`src/rtl/fetch_aligner_if.sv`:
```
`default_nettype none
// ============================================================================
//  Module      : fetch_aligner_if
//  Description : Instruction-memory, redirect and instruction-output bundle
//                for the fetch aligner.
//  Revision    : 1.0 - initial release
// ============================================================================
interface fetch_aligner_if;
    logic        imem_req;
    logic [31:0] imem_addr;
    logic [31:0] imem_rdata;
    logic        redirect_valid;
    logic [31:0] redirect_pc;
    logic        instr_valid;
    logic        instr_ready;
    logic [31:0] instr_out;
    logic        instr_is_c;
    logic [31:0] instr_pc;

    modport master (
        output imem_req,
        output imem_addr,
        input  imem_rdata,
        input  redirect_valid,
        input  redirect_pc,
        output instr_valid,
        input  instr_ready,
        output instr_out,
        output instr_is_c,
        output instr_pc
    );

    modport slave (
        input  imem_req,
        input  imem_addr,
        output imem_rdata,
        output redirect_valid,
        output redirect_pc,
        input  instr_valid,
        output instr_ready,
        input  instr_out,
        input  instr_is_c,
        input  instr_pc
    );
endinterface
`default_nettype wire

```
`src/rtl/fetch_aligner.sv`:
```
`default_nettype none
// ============================================================================
//  Module      : fetch_aligner
//  Description : Halfword-buffered RV32IC fetch front end; emits one 16- or
//                32-bit instruction per handshake from word-aligned fetches.
//  Revision    : 1.0 - initial release
// ============================================================================
module fetch_aligner #(
    parameter logic [31:0] RESET_PC = 32'h0000_0000
) (
    input  logic            clk,
    input  logic            rst,
    fetch_aligner_if.master bus
);

    localparam logic [31:0] c_reset_head  = {RESET_PC[31:1], 1'b0};
    localparam logic [31:0] c_reset_fetch = {RESET_PC[31:2], 2'b00};

    // Halfword 0 of r_buf is the head; slots at or above r_count are zero.
    logic [63:0] r_buf;
    logic [2:0]  r_count;
    logic [31:0] r_head_pc;
    logic [31:0] r_fetch_addr;
    logic        r_inflight;
    logic        r_skip;

    logic [15:0] w_head;
    logic        w_head_is_c;
    logic        w_avail;
    logic        w_valid;
    logic        w_xfer;
    logic [2:0]  w_consumed;
    logic [2:0]  w_kept;
    logic [3:0]  w_occ;
    logic        w_req;
    logic [31:0] w_size;
    logic [63:0] w_shifted;
    logic [63:0] w_resp;
    logic [2:0]  w_resp_n;
    logic [63:0] w_buf_next;
    logic [2:0]  w_count_next;

    assign w_head      = r_buf[15:0];
    assign w_head_is_c = (w_head[1:0] != 2'b11);
    assign w_avail     = w_head_is_c ? (r_count >= 3'd1) : (r_count >= 3'd2);
    assign w_valid     = w_avail && !bus.redirect_valid;
    assign w_xfer      = w_valid && bus.instr_ready;
    assign w_consumed  = !w_xfer ? 3'd0 : (w_head_is_c ? 3'd1 : 3'd2);
    assign w_kept      = r_count - w_consumed;
    assign w_size      = w_head_is_c ? 32'd2 : 32'd4;

    // Occupancy counts the in-flight word so the buffer can never overflow.
    assign w_occ = {1'b0, r_count} - {1'b0, w_consumed} + {2'b00, r_inflight, 1'b0};
    assign w_req = !rst && !bus.redirect_valid && (w_occ <= 4'd2);

    assign w_shifted  = r_buf >> {w_consumed, 4'b0000};
    assign w_resp     = r_skip ? {48'h0, bus.imem_rdata[31:16]} : {32'h0, bus.imem_rdata};
    assign w_resp_n   = r_skip ? 3'd1 : 3'd2;
    assign w_buf_next = r_inflight ? (w_shifted | (w_resp << {w_kept, 4'b0000})) : w_shifted;
    assign w_count_next = r_inflight ? (w_kept + w_resp_n) : w_kept;

    always_ff @(posedge clk) begin
        if (rst) begin
            r_buf        <= 64'h0;
            r_count      <= 3'd0;
            r_head_pc    <= c_reset_head;
            r_fetch_addr <= c_reset_fetch;
            r_inflight   <= 1'b0;
            r_skip       <= RESET_PC[1];
        end else if (bus.redirect_valid) begin
            r_buf        <= 64'h0;
            r_count      <= 3'd0;
            r_head_pc    <= {bus.redirect_pc[31:1], 1'b0};
            r_fetch_addr <= {bus.redirect_pc[31:2], 2'b00};
            r_inflight   <= 1'b0;
            r_skip       <= bus.redirect_pc[1];
        end else begin
            r_buf      <= w_buf_next;
            r_count    <= w_count_next;
            r_inflight <= w_req;
            if (w_xfer) begin
                r_head_pc <= r_head_pc + w_size;
            end
            if (w_req) begin
                r_fetch_addr <= r_fetch_addr + 32'd4;
            end
            if (r_inflight) begin
                r_skip <= 1'b0;
            end
        end
    end

    assign bus.imem_req    = w_req;
    assign bus.imem_addr   = r_fetch_addr;
    assign bus.instr_valid = w_valid;
    assign bus.instr_out   = w_head_is_c ? {16'h0, w_head} : r_buf[31:0];
    assign bus.instr_is_c  = w_head_is_c && (r_count != 3'd0);
    assign bus.instr_pc    = r_head_pc;

endmodule
`default_nettype wire

```
`src/flat_wrapper.sv`:
```
// flat-port wrapper written by rule: the top's interface ports become plain ports
module fetch_aligner_flat 
#(
    parameter logic [31:0] RESET_PC = 32'h0000_0000
)
  (clk, rst, bus_imem_req, bus_imem_addr, bus_imem_rdata, bus_redirect_valid, bus_redirect_pc, bus_instr_valid, bus_instr_ready, bus_instr_out, bus_instr_is_c, bus_instr_pc);
  fetch_aligner_if bus_i ();
  input  logic clk;
  input  logic rst;
  output wire logic [$bits(bus_i.imem_req)-1:0] bus_imem_req;
  output wire logic [$bits(bus_i.imem_addr)-1:0] bus_imem_addr;
  input wire logic [$bits(bus_i.imem_rdata)-1:0] bus_imem_rdata;
  input wire logic [$bits(bus_i.redirect_valid)-1:0] bus_redirect_valid;
  input wire logic [$bits(bus_i.redirect_pc)-1:0] bus_redirect_pc;
  output wire logic [$bits(bus_i.instr_valid)-1:0] bus_instr_valid;
  input wire logic [$bits(bus_i.instr_ready)-1:0] bus_instr_ready;
  output wire logic [$bits(bus_i.instr_out)-1:0] bus_instr_out;
  output wire logic [$bits(bus_i.instr_is_c)-1:0] bus_instr_is_c;
  output wire logic [$bits(bus_i.instr_pc)-1:0] bus_instr_pc;
  assign bus_imem_req = bus_i.imem_req;
  assign bus_imem_addr = bus_i.imem_addr;
  assign bus_i.imem_rdata = bus_imem_rdata;
  assign bus_i.redirect_valid = bus_redirect_valid;
  assign bus_i.redirect_pc = bus_redirect_pc;
  assign bus_instr_valid = bus_i.instr_valid;
  assign bus_i.instr_ready = bus_instr_ready;
  assign bus_instr_out = bus_i.instr_out;
  assign bus_instr_is_c = bus_i.instr_is_c;
  assign bus_instr_pc = bus_i.instr_pc;
  fetch_aligner #(.RESET_PC(RESET_PC)) u_core (.clk(clk), .rst(rst), .bus(bus_i));
endmodule
```
`config.mk`:
```
export PLATFORM = sky130hd
export DESIGN_NAME = fetch_aligner_flat
export DESIGN_NICKNAME = d
export VERILOG_FILES = /design/src/rtl/fetch_aligner_if.sv /design/src/rtl/fetch_aligner.sv /design/src/flat_wrapper.sv
export SDC_FILE = /design/constraint.sdc
export NUM_CORES = 1
export LEC_CHECK = 0
export ABC_AREA = 1
export BUFFER_PORTS_ARGS = -buffer_cell sky130_fd_sc_hd__clkbuf_2
export CORE_UTILIZATION = 60
export CTS_BUF_LIST = sky130_fd_sc_hd__clkbuf_8
export CTS_CLUSTER_SIZE = 14
export DETAILED_ROUTE_END_ITERATION = 10
export PLACE_DENSITY_LB_ADDON = 0.12
export SYNTH_ARGS = -nofsm -noshare
export SYNTH_HDL_FRONTEND = slang
export SYNTH_SLANG_ARGS = --single-unit
```
`constraint.sdc`:
```
create_clock -name clk -period 9.01 [get_ports clk]
set_input_delay 0.4505 -clock clk [delete_from_list [all_inputs] [get_ports clk]]
set_output_delay 0.4505 -clock clk [all_outputs]
set_load 0.02 [all_outputs]
```
# After elaboration in Yosys (flattened, before gate mapping)
# Cells that the tools add are included.
totals:
  reg_bits: 133
classes:
  bitwise_logic: 1
  add_sub_neg: 6
  n_reduce_logical: 12
  n_eq_ne: 1
  mux: 15
  n_lt_le_gt_ge: 3
  n_shift: 2
op_table:
  columns: ["op", "n"]
  rows:
  - ["32-bit two-way mux", 6]
  - ["64-bit two-way mux", 1]
  - ["64-bit OR", 1]
  - ["64-bit by 7-bit << shifter with 64-bit output", 1]
  - ["64-bit by 7-bit >> shifter with 64-bit output", 1]
  - ["32-bit by 3-bit adder with 32-bit output (second input constant)", 1]
  - ["32-bit adder", 1]
  - ["3-bit two-way mux", 3]
  - ["2-bit nonzero test", 3]
  - ["1-bit logical AND", 5]
  - ["4-bit by 2-bit adder with 4-bit output", 1]
  - ["4-bit by 2-bit <= comparator with 1-bit output (second input constant)", 1]
  - ["2-bit two-way mux", 2]
  - ["3-bit by 3-bit subtractor with 4-bit output", 1]
  - ["3-bit adder", 1]
  - ["3-bit by 1-bit >= comparator with 1-bit output (second input constant)", 1]
  - ["3-bit by 2-bit >= comparator with 1-bit output (second input constant)", 1]
  - ["1-bit two-way mux", 3]
  - ["3-bit nonzero test", 1]
  - ["3-bit subtractor", 1]
  - ["1-bit logical NOT", 2]
  - ["2-bit inequality test (second input constant)", 1]
  - ["2-bit OR reduction", 1]

# Logic depth before layout (Yosys ltp)
logic_depth:
  depth_word: 11
  depth_mapped: 21
  depth_no_buf: 19

# Worst setup path after synthesis
# Ideal clock, no wire load.
synth_timing:
  path_kind: "flip-flop to flip-flop"
  startpoint: "register u_core.r_count[2]"
  endpoint: "register u_core.r_count[2]"
  setup_slack_ns: 5.614
  required_ns: 8.891
  period_less_slack_ns: 3.396
  path_buffers: 3
  arrival_time_ns: 3.277
  path_stages_with_launch: 18
  setup_ns: 0.119
  cell_sequence: "dfxtp_1 > inv_2 > nand2_1 > a21oi_1 > nor2_2 > nand2_2 > nor2_2 > buf_2 > ha_1 > inv_1 > clkbuf_1 > clkbuf_1 > ha_1 > inv_1 > fa_1 > or2_2 > o21ai_0 > a21oi_1"
synth_via:
  elab_chain_len: 8
  elab_cells_between_ends: 9
  classes_between: "add/sub: 2; order compare: 2; mux: 3; reduce/logical: 2"
synth_rtl:
  columns: ["element", "line", "text"]
  rows:
  - ["start, declared", "fetch_aligner.sv:21", "logic [2:0] r_count;"]
  - ["start signal, assigned", "fetch_aligner.sv:79", "r_count <= w_count_next;"]
  - ["3-bit by 2-bit >= comparator with 1-bit output / 3-bit by 1-bit >= comparator with 1-bit output (equally long branches)", "fetch_aligner.sv:45", "assign w_avail = w_head_is_c ? (r_count >= 3'd1) : (r_count >= 3'd2);"]
  - ["1-bit two-way mux (*)", "fetch_aligner.sv:45", null]
  - ["1-bit logical AND (*)", "fetch_aligner.sv:46", "assign w_valid = w_avail && !bus.redirect_valid;"]
  - ["net bus_instr_valid", "flat_wrapper.sv:15", "output wire logic [$bits(bus_i.instr_valid)-1:0] bus_instr_valid;"]
  - ["1-bit logical AND (*)", "fetch_aligner.sv:47", "assign w_xfer = w_valid && bus.instr_ready;"]
  - ["3-bit two-way mux (*)", "fetch_aligner.sv:48", "assign w_consumed = !w_xfer ? 3'd0 : (w_head_is_c ? 3'd1 : 3'd2);"]
  - ["3-bit subtractor (*)", "fetch_aligner.sv:49", "assign w_kept = r_count - w_consumed;"]
  - ["3-bit adder", "fetch_aligner.sv:60", "assign w_count_next = r_inflight ? (w_kept + w_resp_n) : w_kept;"]
  - ["3-bit two-way mux (*)", "fetch_aligner.sv:60", null]
# The timed path passes the listed nets; every way through them passes the cells marked *.
# A chain may end at the register's enable or synchronous reset.

# Worst setup path in the final report
layout_timing:
  startpoint: "register u_core.r_buf[0]"
  endpoint: "register u_core.r_fetch_addr[16] (netlist: u_core.bus.imem_addr[16])"
layout_via:
  elab_chain_len: 10
  elab_cells_between_ends: 11
  classes_between: "add/sub: 2; order compare: 1; eq/ne: 1; mux: 3; reduce/logical: 4"
layout_rtl:
  columns: ["element", "line", "text"]
  rows:
  - ["start, declared", "fetch_aligner.sv:20", "logic [63:0] r_buf;"]
  - ["start signal, assigned", "fetch_aligner.sv:78", "r_buf <= w_buf_next;"]
  - ["2-bit inequality test (*)", "fetch_aligner.sv:44", "assign w_head_is_c = (w_head[1:0] != 2'b11);"]
  - ["1-bit two-way mux", "fetch_aligner.sv:45", null]
  - ["1-bit logical AND", "fetch_aligner.sv:46", null]
  - ["1-bit logical AND", "fetch_aligner.sv:47", null]
  - ["3-bit two-way mux (*)", "fetch_aligner.sv:48", null]
  - ["3-bit by 3-bit subtractor with 4-bit output (*)", "fetch_aligner.sv:53", "assign w_occ = {1'b0, r_count} - {1'b0, w_consumed} + {2'b00, r_inflight, 1'b0};"]
  - ["4-bit by 2-bit adder with 4-bit output (*)", "fetch_aligner.sv:53", null]
  - ["4-bit by 2-bit <= comparator with 1-bit output (*)", "fetch_aligner.sv:54", "assign w_req = !rst && !bus.redirect_valid && (w_occ <= 4'd2);"]
  - ["1-bit logical AND (*)", "fetch_aligner.sv:54", null]
  - ["2-bit nonzero test (no line) (*)", null, null]
  - ["end signal, assigned", "fetch_aligner.sv:67", "r_fetch_addr <= c_reset_fetch;"]
  - ["end signal, assigned", "fetch_aligner.sv:74", "r_fetch_addr <= {bus.redirect_pc[31:2], 2'b00};"]
  - ["end signal, assigned", "fetch_aligner.sv:85", "r_fetch_addr <= r_fetch_addr + 32'd4;"]
  - ["end, declared", "fetch_aligner.sv:23", "logic [31:0] r_fetch_addr;"]
# Every way passes the cells marked *; elsewhere a longest branch is shown, timed or not.

==> results <==
- After filler insertion, the fill cell instance count of the layout stands at 1,343.
- The per-cell via count in the routed design is 5.43.
- For this run, the detailed router's first-pass iteration total came to 6.
- From left edge to right edge, the die measures 121 microns.
- The critical path arrival is 5170 ps.
- Across the run, the number of max-cap violations was 0.
- The endpoint class of the critical path is a flop.
- The number of buffers on the longest clock path is 2.
- The die covers 14,800 sq um.
- The kind of cell with the highest combined delay along the critical path is buffers and inverters.
- The total of hold buffers inserted after clock tree synthesis is 0.
- Clock tree synthesis selected as its root buffer the cell sky130_fd_sc_hd__clkbuf_8.
- For this run, the post-layout net count is 1,659.
- For this run, the top clock speed supported by timing is 209 MHz.
- The remaining design rule violation count is 0.
- The clock latency of the later-clocked register in the worst-skew pair is 460 ps.
- The boundary pin count is 167.
- The maximum level of the CTS H-tree is 4.
- For this run the aggregate overflow at the end of global routing stands at 0.
- The CTS tree is yes.
- The area of the mapped netlist is 8570 sq um.
- Buffers placed on the I/O ports in this run total 162.
- For this block, the via count after detailed routing is 9,611.
- The clock transition time at the flip-flop clock pins of the worst setup and hold paths is 70 ps.
- The final estimated routing congestion in global placement is 0.959.
- The violation count after the first detailed-routing iteration is 1,088.
- The number of setup buffers added after CTS is 0.
- The number of max-slew violations in the final report is 0.
- For this run, the total global-route usage over all layers was measured as 0.348.
- The area growth from synthesis to layout is 12.8%.
- Summed over all layers, the routed wires come to 25,300 microns.
- The number of global-route vias before repair is 8,165.
- Setup repair after global routing left no endpoint under its margin.
- After layout, the minimum clock period comes to 4780 ps.
- The number of sinks on the clock net is 130.
- Counting flops and latches in the post-synthesis netlist gives 130.
- The largest stage delay on the critical path is 760 ps.
- After synthesis, the mean cell area works out to 5.83 sq um.
- Detailed placement finished with a half-perimeter wire length of 17,600 microns.
- The initial core utilization is 0.617.
- The area of the placeable core is 13,900 sq um.
- The ratio of total power to cell area is 168 nW/um^2.
- The total clock buffers created by CTS is 17.
- The count of endpoints failing hold in the final timing report is 0.
- Post-CTS repair changed the size of 0 cells.
- Once routing completed, OpenROAD measured the worst setup slack at 4230 ps.
- In the final layout, the share of cells above drive strength 1 is 0.136.
- By count the netlist is led by 521 x sky130_fd_sc_hd__nand2_1, 210 x sky130_fd_sc_hd__nor2_1, 145 x sky130_fd_sc_hd__inv_1.
- The fraction of the cycle the final worst path needs is 0.531.
- The post-synthesis cell type count is 35.
- In this run the worst hold path is classified as in -> reg.
- In this design, the critical path's most frequently occurring cell is sky130_fd_sc_hd__nand2_1.
- Ranked by total cell area, the synthesized netlist is headed by sky130_fd_sc_hd__dfxtp_1 30%, sky130_fd_sc_hd__nand2_1 23%, sky130_fd_sc_hd__nor2_1 9.2%.
- The pre-CTS setup slack is 4300 ps.
- The critical path class is reg -> reg.
- Counting both buffers and inverters, the worst setup path holds a total of 6.
- The predominant post-synthesis flop cell is sky130_fd_sc_hd__dfxtp_1.
- The portion of the post-synthesis area used by sequential elements is 0.304.
- The number of nets with antenna violations after detailed routing is 0.
- The share of synthesized area in the top cell type comes to 0.304.
- For the pin with the worst max-slew slack, the measured transition is 1040 ps.
- The startpoint class of the critical path is a flop.
- For the final routed database, the setup TNS stands at 0 ps.
- The maximum clock skew at final layout is 8.13 ps.
- Measured along the y axis, the die boundary spans 121 microns.
- The first-pass GRT wire length is 40,100 microns.
- After detailed routing, the average wire length per cell comes to 14.3 microns.
- VDD sags by at most 0.000108 V.
- The number of diodes added for antenna fixing is 0.
- Counting flops with a built-in enable in the synthesized netlist gives 0.
- In this run the worst path has a maximum fanout of 42.
- In the synthesized netlist, the number of instances is 1,470.
- Summed over all cells, the static leakage comes to 0.00456 uW.
- The largest net degree at the start of global routing is 82.
- Setup violations remaining at the end of the flow were counted as 0.
- After floorplanning, the core was divided into 43 placement rows.
- Counting flops with an async set or reset pin after synthesis yields a share of 0.
- The worst pin sits at a relative slew slack of 0.308.
- The initial antenna violation count is 0.
- The slowest cell on the critical path is sky130_fd_sc_hd__nor2_1.
- The required arrival time at the worst endpoint is 9400 ps.
- Traced cell by cell, the critical path runs through nand2_1, buf_4, a21oi_1, nor2_2, nand2_2, nor2_2, buf_4, ha_1, buf_4, inv_1, nand2_1, nand2_1, nor3_4, buf_4, nor2_1, nand2_1, nand2_1, inv_1, a21oi_1.
- The dominant cell by count in the synthesized netlist is sky130_fd_sc_hd__nand2_1.
- The biggest area contributor in the post-synthesis netlist is sky130_fd_sc_hd__dfxtp_1.
- The synthesis warning total is 0.
- The run finished with clean final reports.
-- tightest hold or removal path, cell delays in order --
cell	delay, ps
sky130_fd_sc_hd__clkbuf_2	100
sky130_fd_sc_hd__nand3_1	90
sky130_fd_sc_hd__nand2_1	70
-- cell usage in the layout (no fill, tap or decap), types with 4 or more instances in the layout --
master and count:
sky130_fd_sc_hd__ha_1 6, sky130_fd_sc_hd__nand3b_1 14, sky130_fd_sc_hd__clkinv_2 4, sky130_fd_sc_hd__xnor2_1 5, sky130_fd_sc_hd__buf_4 14, sky130_fd_sc_hd__or2_2 5
sky130_fd_sc_hd__nand2_1 521, sky130_fd_sc_hd__o21ai_0 25, sky130_fd_sc_hd__nand3_1 134, sky130_fd_sc_hd__o22ai_1 5, sky130_fd_sc_hd__inv_1 149, sky130_fd_sc_hd__o21a_1 5
sky130_fd_sc_hd__fa_1 5, sky130_fd_sc_hd__nor3_1 5, sky130_fd_sc_hd__a21boi_0 8, sky130_fd_sc_hd__nor2_1 210, sky130_fd_sc_hd__dfxtp_1 130, sky130_fd_sc_hd__a21oi_1 92
sky130_fd_sc_hd__clkbuf_8 20, sky130_fd_sc_hd__clkbuf_2 162, sky130_fd_sc_hd__xor2_1 13, sky130_fd_sc_hd__o211ai_1 14, sky130_fd_sc_hd__nand4_1 8, sky130_fd_sc_hd__a31oi_1 16
-- path summary, 6_finish.rpt --
path	depth (start not counted)	from	to	slack (ps)
setup / recovery	19	u_core.r_buf[0]	u_core.bus.imem_addr[16]	4230
hold / removal	3	bus_redirect_pc[28]	u_core.bus.instr_pc[28]	280
setup reg to reg	19	u_core.r_buf[0]	u_core.bus.imem_addr[16]	4230
hold reg to reg	2	u_core.r_buf[52]	u_core.r_buf[52]	480
-- stage by stage --
stage               total power (uW)  cell area, sq um   util  instances  hold slack (ps)
floorplan                       1010              8570      -       1472              446
global placement                1130              9290  0.669       1741              453
detailed placement              1140              9290  0.669       1741              466
CTS                             1620              9660  0.696       1771              262
global route                    1710              9660  0.696       1771              277
finish                          1620              9660  0.696       1771              277
-- kinds of logic after synthesis --
kind of cell | count (synthesis) | synth area share
AND/OR/NAND/NOR | 904 | 0.430
buffers and inverters | 236 | 0.115
AO/OA/AOI/OAI | 170 | 0.112
flip-flops | 130 | 0.304
XOR/XNOR | 18 | 0.0184
adder cells (fa/ha/maj) | 11 | 0.0204
other | 1 | 0.000438
-- power breakdown --
| part | total (uW) | internal, uW | switching, uW |
|---|---|---|---|
| clock network | 487 | 259 | 228 |
| logic | 477 | 149 | 329 |
| registers | 659 | 612 | 47.8 |
| total | 1620 | 1020 | 605 |
-- flip-flops by register name, summed over array words and instances, names as in the netlist --
signal	cells
u_core.bus.instr_pc	31
u_core.r_inflight	1
u_core.r_buf	64
u_core.r_skip	1
u_core.r_count	3
u_core.bus.imem_addr	30
-- routing by layer --
metal  share of wire  vias to the layer above  track usage
li1                -                     4827            -
met1            0.44                     4294        0.488
met2            0.45                      460        0.536
met3           0.099                       30       0.0663
met4           0.015                        0        0.107
met5               0                        -            0
-- area by class of cell --
cell class                 instances  area (sq um)  share of cell area
clock inverter                    10          95.1             0.00984
sequential                       130          2600               0.269
tap                              180           225              0.0233
multi-input combinational       1106          4990               0.516
clock buffer                      20           275              0.0285
inverter                         149           559              0.0579
timing repair buffer             176           916              0.0948
No activity file was read; power rests on OpenSTA's default activity.
